<file path="config.mk">
export PLATFORM = sky130hd
export DESIGN_NAME = mem_port_arbiter
export DESIGN_NICKNAME = d
export VERILOG_FILES = /design/src/rtl/mem_port_arbiter_pkg.sv /design/src/rtl/mem_arb_id_queue.sv /design/src/rtl/mem_port_arbiter.sv
export SDC_FILE = /design/constraint.sdc
export NUM_CORES = 1
export LEC_CHECK = 0
export CELL_PAD_IN_SITES_DETAIL_PLACEMENT = 0
export CELL_PAD_IN_SITES_GLOBAL_PLACEMENT = 1
export CORE_AREA = 5 5 145 147
export CTS_CLUSTER_SIZE = 10
export DETAILED_ROUTE_END_ITERATION = 16
export DIE_AREA = 0 0 150 152
export PLACE_DENSITY_LB_ADDON = 0.1
export SYNTH_ARGS = -nofsm -noshare
export SYNTH_HDL_FRONTEND = slang
export SYNTH_HIERARCHICAL = 1
export SYNTH_SLANG_ARGS = --single-unit
</file>
<file path="constraint.sdc">
create_clock -name clk -period 4.2 [get_ports clk]
set_input_delay 0.42 -clock clk [delete_from_list [all_inputs] [get_ports clk]]
set_output_delay 0.42 -clock clk [all_outputs]
set_load 0.1 [all_outputs]
</file>
<file path="src/rtl/mem_port_arbiter_pkg.sv">
// Shared definitions for the two-requester memory port arbiter.
// - Requester IDs stored in the in-order tracking queue.
// - 4-byte memory request/response message layouts.
package mem_port_arbiter_pkg;

  localparam logic MEM_ARB_ID_IMEM = 1'b0;
  localparam logic MEM_ARB_ID_DMEM = 1'b1;

  typedef enum logic [2:0] {
    MEM_MSG_READ  = 3'd0,
    MEM_MSG_WRITE = 3'd1,
    MEM_MSG_INIT  = 3'd2,
    MEM_MSG_AMO   = 3'd3
  } mem_msg_type_e;

  typedef struct packed {
    mem_msg_type_e msg_type;
    logic [7:0]    opaque;
    logic [31:0]   addr;
    logic [1:0]    len;
    logic [31:0]   data;
  } mem_req_4B_t;

  typedef struct packed {
    mem_msg_type_e msg_type;
    logic [7:0]    opaque;
    logic [1:0]    test;
    logic [1:0]    len;
    logic [31:0]   data;
  } mem_resp_4B_t;

endpackage

</file>
<file path="src/rtl/mem_arb_id_queue.sv">
// In-order 1-bit FIFO holding the requester ID of every outstanding request.
// Ports:
//   clk, reset       clock, synchronous active-high reset (empties the queue)
//   enq_val, enq_id  push request and ID (ignored while full)
//   deq_val          pop request (ignored while empty)
//   deq_id           ID at the head of the queue
//   full, empty      flags derived from the registered occupancy count
module mem_arb_id_queue #(
  parameter int p_depth = 4
) (
  input  logic clk,
  input  logic reset,
  input  logic enq_val,
  input  logic enq_id,
  input  logic deq_val,
  output logic deq_id,
  output logic full,
  output logic empty
);

  localparam int c_ptr_w = (p_depth > 1) ? $clog2(p_depth) : 1;
  localparam int c_cnt_w = $clog2(p_depth) + 1;

  logic                id_mem [p_depth];
  logic [c_ptr_w-1:0]  wr_ptr_reg;
  logic [c_ptr_w-1:0]  rd_ptr_reg;
  logic [c_cnt_w-1:0]  count_reg;
  logic                push;
  logic                pop;

  function automatic logic [c_ptr_w-1:0] next_ptr(input logic [c_ptr_w-1:0] ptr);
    return (ptr == c_ptr_w'(p_depth - 1)) ? '0 : ptr + c_ptr_w'(1);
  endfunction

  // Flags come only from the registered count, so a pop never frees a slot
  // for a push in the same cycle.
  assign full   = (count_reg == c_cnt_w'(p_depth));
  assign empty  = (count_reg == '0);
  assign push   = enq_val && !full;
  assign pop    = deq_val && !empty;
  assign deq_id = id_mem[rd_ptr_reg];

  always_ff @(posedge clk) begin
    if (reset) begin
      wr_ptr_reg <= '0;
      rd_ptr_reg <= '0;
      count_reg  <= '0;
    end else begin
      if (push) wr_ptr_reg <= next_ptr(wr_ptr_reg);
      if (pop)  rd_ptr_reg <= next_ptr(rd_ptr_reg);
      case ({push, pop})
        2'b10:   count_reg <= count_reg + c_cnt_w'(1);
        2'b01:   count_reg <= count_reg - c_cnt_w'(1);
        default: count_reg <= count_reg;
      endcase
    end
  end

  // Storage needs no reset: entries are only read between push and pop.
  always_ff @(posedge clk) begin
    if (push && !reset) id_mem[wr_ptr_reg] <= enq_id;
  end

endmodule

</file>
<file path="src/rtl/mem_port_arbiter.sv">
// Shares one 4B memory port between instruction fetch (port 0, imem) and
// data access (port 1, dmem). Requests are arbitrated round-robin or with
// fixed dmem priority and forwarded combinationally; the winner's ID is
// queued so in-order responses can be steered back to their owner.
// Ports:
//   clk, reset                 clock, synchronous active-high reset
//   imem_reqstream_*           requester 0 request  (msg/val in, rdy out)
//   imem_respstream_*          requester 0 response (msg/val out, rdy in)
//   dmem_reqstream_*           requester 1 request
//   dmem_respstream_*          requester 1 response
//   mem_reqstream_*            shared request to memory
//   mem_respstream_*           shared response from memory
module mem_port_arbiter
  import mem_port_arbiter_pkg::*;
#(
  parameter int p_num_inflight = 4,
  parameter bit p_round_robin  = 1'b1
) (
  input  logic         clk,
  input  logic         reset,
  input  mem_req_4B_t  imem_reqstream_msg,
  input  logic         imem_reqstream_val,
  output logic         imem_reqstream_rdy,
  output mem_resp_4B_t imem_respstream_msg,
  output logic         imem_respstream_val,
  input  logic         imem_respstream_rdy,
  input  mem_req_4B_t  dmem_reqstream_msg,
  input  logic         dmem_reqstream_val,
  output logic         dmem_reqstream_rdy,
  output mem_resp_4B_t dmem_respstream_msg,
  output logic         dmem_respstream_val,
  input  logic         dmem_respstream_rdy,
  output mem_req_4B_t  mem_reqstream_msg,
  output logic         mem_reqstream_val,
  input  logic         mem_reqstream_rdy,
  input  mem_resp_4B_t mem_respstream_msg,
  input  logic         mem_respstream_val,
  output logic         mem_respstream_rdy
);

  logic [1:0] req_val;
  logic [1:0] req_rdy;
  logic [1:0] resp_val;
  logic [1:0] resp_rdy;
  logic       prio_reg;
  logic       winner;
  logic       grant;
  logic       req_fire;
  logic       resp_fire;
  logic       head_id;
  logic       full;
  logic       empty;

  assign req_val  = {dmem_reqstream_val, imem_reqstream_val};
  assign resp_rdy = {dmem_respstream_rdy, imem_respstream_rdy};

  // With a single candidate both modes pick it; the pointer only matters
  // when both ports are requesting in round-robin mode.
  always_comb begin
    winner = req_val[MEM_ARB_ID_DMEM];
    if (p_round_robin && (&req_val)) winner = prio_reg;
  end

  assign grant             = !reset && (|req_val) && !full;
  assign mem_reqstream_val = grant;
  assign mem_reqstream_msg = (winner == MEM_ARB_ID_DMEM) ? dmem_reqstream_msg
                                                          : imem_reqstream_msg;
  assign req_fire          = grant && mem_reqstream_rdy;

  // Ready to memory depends only on the head owner's ready; req_rdy never
  // sees any resp_rdy input.
  assign mem_respstream_rdy = !reset && !empty && resp_rdy[head_id];
  assign resp_fire          = mem_respstream_val && mem_respstream_rdy;

  for (genvar gi = 0; gi < 2; gi++) begin : g_port
    assign req_rdy[gi]  = grant && (winner == 1'(gi)) && mem_reqstream_rdy;
    assign resp_val[gi] = !reset && !empty && mem_respstream_val && (head_id == 1'(gi));
  end

  assign imem_reqstream_rdy  = req_rdy[MEM_ARB_ID_IMEM];
  assign dmem_reqstream_rdy  = req_rdy[MEM_ARB_ID_DMEM];
  assign imem_respstream_val = resp_val[MEM_ARB_ID_IMEM];
  assign dmem_respstream_val = resp_val[MEM_ARB_ID_DMEM];
  assign imem_respstream_msg = mem_respstream_msg;
  assign dmem_respstream_msg = mem_respstream_msg;

  // Pointer hands priority to the other port after every fire, contended
  // or not.
  always_ff @(posedge clk) begin
    if (reset) begin
      prio_reg <= MEM_ARB_ID_IMEM;
    end else if (p_round_robin && req_fire) begin
      prio_reg <= ~winner;
    end
  end

  mem_arb_id_queue #(
    .p_depth (p_num_inflight)
  ) u_id_queue (
    .clk     (clk),
    .reset   (reset),
    .enq_val (req_fire),
    .enq_id  (winner),
    .deq_val (resp_fire),
    .deq_id  (head_id),
    .full    (full),
    .empty   (empty)
  );

  // A response with nothing outstanding means the memory broke ordering.
  assert property (@(posedge clk) disable iff (reset) !(mem_respstream_val && empty));

endmodule

</file>
==> impl_metrics.toml, run 1 <==
[synth]
syn_nets = 472
ys_warn_count = 6
netlist_instances = 256
synth-seq-cells = 14
async_flop_share_pct = 0
syn_area_per_cell_um2 = 9.41
synth_edf_count = 4
ys_types = 35
netlist_area_um2 = 2410
yosysSeqAreaShare_pct = 13.3
synthFlopType = "dfxtp_1"

[setup_path]
crit_family = "buffers and inverters"
cp_slowest_cell = "buf_4"
cp_num_buf_inv = 4
r2r_setup_slack_ps = 1440
cp.required_ps = 3780
r2r-end = "u_id_queue/count_reg[2]$_SDFFE_PP0P_"
crit_path_end = "mem_reqstream_msg[26]"
endpoint_kind = "output pin"
r2r_cells = 11
critPathKind = "in2out"
cpMostUsedCell = "buf_4"
crit_path_start = "imem_reqstream_val"
path_cells = "clkdlybuf4s50_1 > inv_2 > o21ai_4 > buf_4 > mux2_2 > buf_4"
path_max_fanout = 54
crit_path_max_incr_delay_ps = 590
worstPathArrival_ps = 2490
cp-start-kind = "primary input"
worst-path-stages = 6

[finish]
fill_cells = 2204
final_common_cell = "clkdlybuf4s50_1"
drive_gt1_share_pct = 41.3
final_area_um2 = 4320
area_growth_pct = 79.2
antenna_cells = 0
final_nets = 621
final_cell_mix = "161 x clkdlybuf4s50_1, 86 x buf_4, 69 x mux2_2"

[place]
gp_congestion = 0.740
dp_hpwl_mm = 10.0
portBuffers = 244
dp_slack_ps = 1140
dpl_cell_area_um2 = 4240

[clocking]
insertion_delay_ps = 240
clock_sinks = 14
cts_tree = "done"
htreeDepth = 1
cts_resized = 0
cts-root-buf = "clkbuf_16"
cts_buffers = 3
cts_hold_buf = 0
clockBufferDepth = 2
cts_setup_buffers = 0
clk_pin_slew_ps = 50

[route]
vias_per_cell = 3.42
vias = 2304
wl_per_cell_um = 16.7
antenna_left = 0
first_pass_iters = 4
drt_iter0_markers = 30
routed_wl_mm = 11.3
drc = 0

[floorplanning]
start_util_pct = 12.2
die_area_um2 = 22800
fp.coreArea_um2 = 19800
pin_count = 386
die-height_um = 152
rows = 52
die_w_um = 150

[timing]
fmax_mhz = 344
max_slew_margin_pct = 47.3
tns_ps = 0
skew_ps = 6.31
final.period_utilization_pct = 69.2
rsz0062_at_grt = "false"
hold_violations = 0
setup_ws_ps = 1290
setup_viol = 0
fin_crit_ps = 2910
drv_slew = 0
tightest_slew_ps = 790

[global_route]
globalRoute.totalOverflow = 0
antenna_found_initial = 0
first_global_vias = 2460
grt_pass1_wl_mm = 15.6
track_usage_pct = 9.07
grt_max_degree = 55

[pwr]
ir_drop_mv = 0.104
p_per_area_nw_per_um2 = 280
leakage_nw = 1.71
finalPower_w = 0.00121

[run_status]
status = "complete, no violations"

[min_path]
hold_class = "reg2reg"

[run]
drv_cap = 0
## synth_stat cells (4+ instances only)
| master | instances | area (µm²) |
|---|---|---|
| a21oi_1 | 4 | 20.0 |
| buf_4 | 100 | 751 |
| dfxtp_1 | 10 | 200 |
| edfxtp_1 | 4 | 120 |
| ha_1 | 6 | 75.1 |
| inv_1 | 8 | 30.0 |
| mux2_1 | 9 | 101 |
| mux2_2 | 69 | 777 |
| nor2_1 | 9 | 33.8 |
| nor3_1 | 5 | 25.0 |
| nor3b_1 | 4 | 30.0 |
## per-layer routing
layer	vias to the layer above	track usage, %	part of all wire [%]
li1	1074	-	-
met5	-	0	0
met1	1034	7.68	29
met3	9	3.69	12
met2	187	18.9	57
met4	0	2.09	1.2
## worst register-to-register path, cell delays in order (launching register included)
cell and delay, ps:
dfxtp_1 330, mux4_2 560, mux2i_1 170, nor2_1 120
o31ai_1 140, inv_1 90, ha_1 170, inv_1 60
fa_1 370, xor2_1 150, or3_2 400, a21oi_1 140
## kinds of logic (layout without fill, tap and decap cells)
group                    Yosys count  count (layout)  share of synthesized area, %
adder cells (fa/ha/maj)            7               7                          3.95
AND/OR/NAND/NOR                   29              29                          6.75
flip-flops                        14              14                          13.3
AO/OA/AOI/OAI                     11              11                          3.43
buffers and inverters            112             260                          33.6
multiplexers                      81              81                          38.2
XOR/XNOR                           2               2                         0.727
## worst min-delay path by stage
stage	startpoint	end	slack (ps)	cells past startpoint
global route	u_id_queue/rd_ptr_reg[0]$_SDFFE_PP0P_	register	560	2
global placement	u_id_queue/rd_ptr_reg[0]$_SDFFE_PP0P_	u_id_queue/rd_ptr_reg[0]$_SDFFE_PP0P_	510	2
finish	u_id_queue/rd_ptr_reg[0]$_SDFFE_PP0P_	register	510	2
detailed placement	u_id_queue/rd_ptr_reg[0]$_SDFFE_PP0P_	u_id_queue/rd_ptr_reg[0]$_SDFFE_PP0P_	510	2
CTS	u_id_queue/rd_ptr_reg[0]$_SDFFE_PP0P_	register	520	2
floorplan	u_id_queue/rd_ptr_reg[0]$_SDFFE_PP0P_	register	460	2
## report_power, final
group	switching, W	total, W	internal [W]	leakage [nW]
Sequential	0.00000431	0.000147	0.000143	0.118
Combinational	0.000596	0.000877	0.000281	1.56
Clock	0.0000574	0.000183	0.000126	0.0385
Total	0.000658	0.00121	0.000550	1.71
## metrics by stage
stage / instances / hold slack (ps) / util (%)
2_1_floorplan: 256 / 463 / -
3_3_place_gp: 670 / 507 / 21.4
3_5_place_dp: 670 / 515 / 21.4
4_1_cts: 674 / 521 / 21.8
5_1_grt: 674 / 558 / 21.8
6_report: 674 / 513 / 21.8
## area by class of cell
class	count	area (µm²)	share of cell area [%]
Timing Repair Buffer	247	2260	52.3
Tap cell	270	338	7.82
Inverter	9	33.8	0.782
Clock inverter	1	3.75	0.0869
Clock buffer	3	75.1	1.74
Sequential cell	14	320	7.42
Multi-Input combinational cell	130	1290	29.9
Note: power is estimated with default switching activity, not from simulation.
==> run 2: changes to the inputs <==
--- a/config.mk
+++ b/config.mk
@@ -7,10 +7,11 @@
 export LEC_CHECK = 0
 export CELL_PAD_IN_SITES_DETAIL_PLACEMENT = 0
 export CELL_PAD_IN_SITES_GLOBAL_PLACEMENT = 1
-export CORE_AREA = 5 5 145 147
+export CORE_ASPECT_RATIO = 1.75
+export CORE_MARGIN = 5
+export CORE_UTILIZATION = 12
 export CTS_CLUSTER_SIZE = 10
 export DETAILED_ROUTE_END_ITERATION = 16
-export DIE_AREA = 0 0 150 152
 export PLACE_DENSITY_LB_ADDON = 0.1
 export SYNTH_ARGS = -nofsm -noshare
 export SYNTH_HDL_FRONTEND = slang
==> constraint.sdc (replaced) <==
create_clock -name clk -period 2.4 [get_ports clk]
set_input_delay 0.24 -clock clk [delete_from_list [all_inputs] [get_ports clk]]
set_output_delay 0.24 -clock clk [all_outputs]
set_load 0.1 [all_outputs]
==> run 2 against run 1 <==
  * The flow now finishes with violations (setup timing)
  * Routed wire length up 12%
  * Final area rose by 28%
  * Final cell count is 1.6% lower
  * Largest cell class unchanged
  * Largest power group unchanged
  * First-iteration DRC count is 10% lower
  * Critical endpoint is now u_id_queue/count_reg[2]$_SDFFE_PP0P_
==> impl_metrics.toml, run 2 (synthesized netlist as in run 1, its figures left out) <==
[run_status]
status = "complete, but fails checks"
violations = "setup timing"

[setup_path]
cp.required_ps = 2570
reg2reg_from = "u_id_queue/id_mem[3]$_DFFE_PP_"
worstPathArrival_ps = 2710
crit_path_start = "u_id_queue/id_mem[3]$_DFFE_PP_"
critPathKind = "reg2reg"
endpoint_kind = "register"
path_max_fanout = 2
cp-start-kind = "register"

[timing]
setup_viol = 1
fin_crit_ps = 2540
final.period_utilization_pct = 106
drv_slew = 0
rsz0062_at_grt = "true"
max_slew_margin_pct = 69.5
skew_ps = 4.63
tightest_slew_ps = 457
fmax_mhz = 394
setup_ws_ps = -138
hold_violations = 0

[clocking]
cts-root-buf = "clkbuf_16"
clock_sinks = 14
cts_hold_buf = 0
cts_buffers = 3
htreeDepth = 1
cts_tree = "done"
clk_pin_slew_ps = 50
insertion_delay_ps = 240
clockBufferDepth = 2

[route]
first_pass_iters = 4
vias_per_cell = 3.48
wl_per_cell_um = 19.0
drt_iter0_markers = 27
drc = 0
vias = 2308
routed_wl_mm = 12.6
antenna_left = 0

[place]
dpl_cell_area_um2 = 5380
dp_cells = 655
portBuffers = 244
dp_hpwl_mm = 11.7
dp_slack_ps = -291
gp_congestion = 0.692

[pwr]
ir_drop_mv = 0.203
leakage_nw = 2.15
finalPower_w = 0.00250
p_per_area_nw_per_um2 = 454

[floorplanning]
pin_count = 386
die_area_um2 = 23100
rows = 68
start_util_pct = 12.2
die_w_um = 117
fp.coreArea_um2 = 19700
die-height_um = 197

[global_route]
first_global_vias = 2678
antenna_found_initial = 0
grt_pass1_wl_mm = 17.2
globalRoute.totalOverflow = 0
track_usage_pct = 10.2
grt_max_degree = 48

[min_path]
min_from = "mem_respstream_msg[16]"
hold_class = "in2out"

[finish]
area_growth_pct = 129
final_cell_mix = "161 x clkdlybuf4s50_1, 84 x buf_12, 69 x mux2_2"
drive_gt1_share_pct = 46.4
final_common_cell = "clkdlybuf4s50_1"
fin_util_pct = 27.9
final_nets = 635
fin_cells = 663
antenna_cells = 0
final_area_um2 = 5510

[run]
drv_cap = 0
-- run 2: cell types whose count changed in the layout (fill, tap and decap cells not counted), sizes merged --
cell / previous run / this run
buf: 86 / 100
-- run 2: final cells by class --
cell class                      count  area, µm²
Sequential cell                    14        322
Tap cell                          245        307
Fill cell                        2075      14200
Clock buffer                        3       75.1
Inverter                            9       36.3
Multi-Input combinational cell    130       1350
Timing Repair Buffer              261       3410
Clock inverter                      1       3.75
-- run 2: power by group --
| part | internal, W | leakage (nW) | switching, W |
|---|---|---|---|
| clock network | 0.000220 | 0.0385 | 0.0000911 |
| logic | 0.000809 | 2.00 | 0.00113 |
| registers | 0.000250 | 0.118 | 0.00000678 |
-- run 2: critical path, stage by stage, from the launching register on --
cell	delay, ps
edfxtp_1	360
mux4_2	530
mux2i_4	220
nor2_2	100
o31ai_2	80
inv_1	90
ha_4	130
inv_2	30
fa_2	320
xor2_1	150
or3_4	330
a21oi_2	130
-- run 2: final timing paths --
| path | end | slack [ps] | depth (start not counted) |
|---|---|---|---|
| setup / recovery | u_id_queue/count_reg[2]$_SDFFE_PP0P_ | -140 | 11 |
| hold / removal | dmem_respstream_msg[16] | 480 | 0 |
| setup reg to reg | u_id_queue/count_reg[2]$_SDFFE_PP0P_ | -140 | 11 |
| hold reg to reg | u_id_queue/rd_ptr_reg[0]$_SDFFE_PP0P_ | 520 | 2 |
-- run 2: per-layer routing --
metal	global-route usage [%]	up-vias	wire [µm]
met5	0	-	0
met4	2.89	0	312
met3	5.49	31	1730
met2	20.4	166	7420
met1	8.12	1007	3130
li1	-	1104	-
-- run 2: timing repair --
item	4_1_cts	5_1_grt
buffers inserted	4	0
pin swaps	5	1
gates resized for setup	5	1
cloned	0	0
endpoints found under the setup margin	2	2
-- run 2: per-stage QoR --
stage | hold slack, ps | setup TNS (ps)
after floorplan | 312 | -1190
after global placement | 481 | -252
after detailed placement | 481 | -470
after CTS | 481 | -170
after global routing | 480 | -423
final | 480 | -138
==> run 3: changes to the inputs <==
--- a/config.mk
+++ b/config.mk
@@ -13,6 +13,7 @@
 export CTS_CLUSTER_SIZE = 10
 export DETAILED_ROUTE_END_ITERATION = 16
 export PLACE_DENSITY_LB_ADDON = 0.1
+export SETUP_SLACK_MARGIN = 0.4
 export SYNTH_ARGS = -nofsm -noshare
 export SYNTH_HDL_FRONTEND = slang
 export SYNTH_HIERARCHICAL = 1
==> run 3 against run 2 <==
  * The flow still finishes with violations (setup timing)
  * Fmax fell by 2.1%
  * Core utilization rose by 3.7 points
  * Routed wire length rose by 14%
  * Clock-buffer cell count did not move
  * Critical endpoint unchanged
  * Non-clock buffer count rose by 23
  * First-iteration DRC count rose by 30%
==> impl_metrics.toml, run 3 (synthesized netlist as in run 1, its figures left out) <==
[run_status]
status = "complete, but fails checks"
violations = "setup timing"

[pwr]
clockPowerShare_pct = 11.9
leakage_nw = 2.70
ir_drop_mv = 0.311
p_per_area_nw_per_um2 = 435
finalPower_w = 0.00271
p_sw_w = 0.00128
intPower_w = 0.00143
power_frac_seq_pct = 9.4
swShare_pct = 47.4
combPwrFrac_pct = 78.7

[place]
dp_slack_ps = -193
dp_hpwl_mm = 11.5
gp_congestion = 0.708
portBuffers = 244

[timing]
drv_slew = 0
hold_violations = 0
setup_viol = 1
tightest_slew_ps = 342
rsz0062_at_grt = "true"
whs_ps = 480
skew_ps = 0.807
final.period_utilization_pct = 108
fmax_mhz = 386
max_slew_margin_pct = 77.2
fin_crit_ps = 2590
setup_ws_ps = -192

[setup_path]
path_cells = "mux4_2 > mux2i_2 > nor2_2 > o31ai_2 > inv_1 > ha_4 > inv_2 > fa_2 > xor2_1 > or3_4 > a21oi_2"
critPathKind = "reg2reg"
cp.required_ps = 2580
path_max_fanout = 2
worstPathArrival_ps = 2770
endpoint_kind = "register"
cp-start-kind = "register"
crit_path_max_incr_delay_ps = 530
cp_slowest_cell = "mux4_2"

[finish]
final_common_cell = "clkdlybuf4s50_1"
fin_util_pct = 31.6
fill_cells = 2006
final_cell_mix = "159 x clkdlybuf4s50_1, 88 x buf_12, 64 x mux2_4"
multiInputGateArea_um2 = 1630
drive_gt1_share_pct = 52.2
layout.area.seq_um2 = 323
final_nets = 658
area_growth_pct = 159

[floorplanning]
fp.coreArea_um2 = 19700
die_area_um2 = 23100
die_w_um = 117
die-height_um = 197
start_util_pct = 12.2
rows = 68
pin_count = 386

[global_route]
globalRoute.totalOverflow = 0
antenna_found_initial = 2
track_usage_pct = 10.5
grt_pass1_wl_mm = 17.7
grt_max_degree = 23
first_global_vias = 2665

[route]
vias_per_cell = 3.64
first_pass_iters = 4
routed_wl_mm = 14.3
vias = 2503
antenna_left = 0
drc = 0
drt_iter0_markers = 35
wl_per_cell_um = 20.9

[clocking]
insertion_delay_ps = 240
htreeDepth = 1
clock_sinks = 14
cts_buffers = 3
cts_tree = "done"
clk_pin_slew_ps = 50
cts-root-buf = "clkbuf_16"
clockBufferDepth = 2

[min_path]
hold_class = "in2out"

[run]
drv_cap = 0
[run 3: changes by cell type in the layout (fill, tap and decap cells not counted), sizes merged]
cell and delta:
diode +1, dlygate4sd2 +1, clkbuf +5, clkdlybuf4s15 +1, buf +18, clkdlybuf4s50 -2
[run 3: repair_timing]
item,4_1_cts,5_1_grt
pin swaps,6,4
hold buffers,0,0
gates cloned,4,5
gates resized for setup,45,56
buffers inserted,9,3
endpoints found under the setup margin,83,57
[run 3: layout make-up]
class                   instances  area share, %
flip-flops and latches         14           5.18
repair buffers                284           61.8
clock inverters                 1         0.0602
clock buffers                   3           1.20
inverters                       9          0.582
multi-input cells             130           26.2
well taps                     245           4.92
diodes                          1         0.0401
[run 3: worst paths after layout]
path / endpoint / slack (ps) / cells past startpoint / startpoint
min: dmem_respstream_msg[10] / 480 / 0 / mem_respstream_msg[10]
max: u_id_queue/count_reg[2]$_SDFFE_PP0P_ / -190 / 11 / u_id_queue/id_mem[3]$_DFFE_PP_
min reg2reg: prio_reg$_SDFFE_PP0P_ / 530 / 1 / prio_reg$_SDFFE_PP0P_
max reg2reg: u_id_queue/count_reg[2]$_SDFFE_PP0P_ / -190 / 11 / u_id_queue/id_mem[3]$_DFFE_PP_
[run 3: power by group through the flow]
stage	registers [W]	logic [W]	clock network [W]
6_report	0.000255	0.00213	0.000323
2_1_floorplan	0.000260	0.00182	0
3_5_place_dp	0.000260	0.00195	0
4_1_cts	0.000255	0.00206	0.000333
5_1_grt	0.000256	0.00219	0.000344
3_3_place_gp	0.000260	0.00196	0
[run 3: worst max-delay path, delay by kind of cell (launching register included)]
| kind | cells | cell delay, ps |
|---|---|---|
| AOI/OAI and AO/OA | 2 | 190 |
| xor gates and xnor gates | 1 | 160 |
| adders and majority gates | 2 | 470 |
| buffers and inverters | 2 | 130 |
| DFF | 1 | 380 |
| muxes | 2 | 720 |
| and+or+nand+nor | 2 | 460 |
[run 3: routing by layer]
metal	up-vias	part of all wire, %	track usage, %
met1	1136	28	8.94
met2	180	54	20.8
met4	2	2.7	3.40
met3	26	15	4.87
met5	-	0.091	0
li1	1159	-	-
[run 3: metrics by stage]
step | cell area, µm² | instances | TNS [ps]
after CTS | 5880 | 678 | -145
after detailed placement | 5460 | 661 | -193
final | 6230 | 687 | -192
after floorplan | 2490 | 256 | -715
after global routing | 6230 | 687 | -521
after global placement | 5460 | 661 | -113
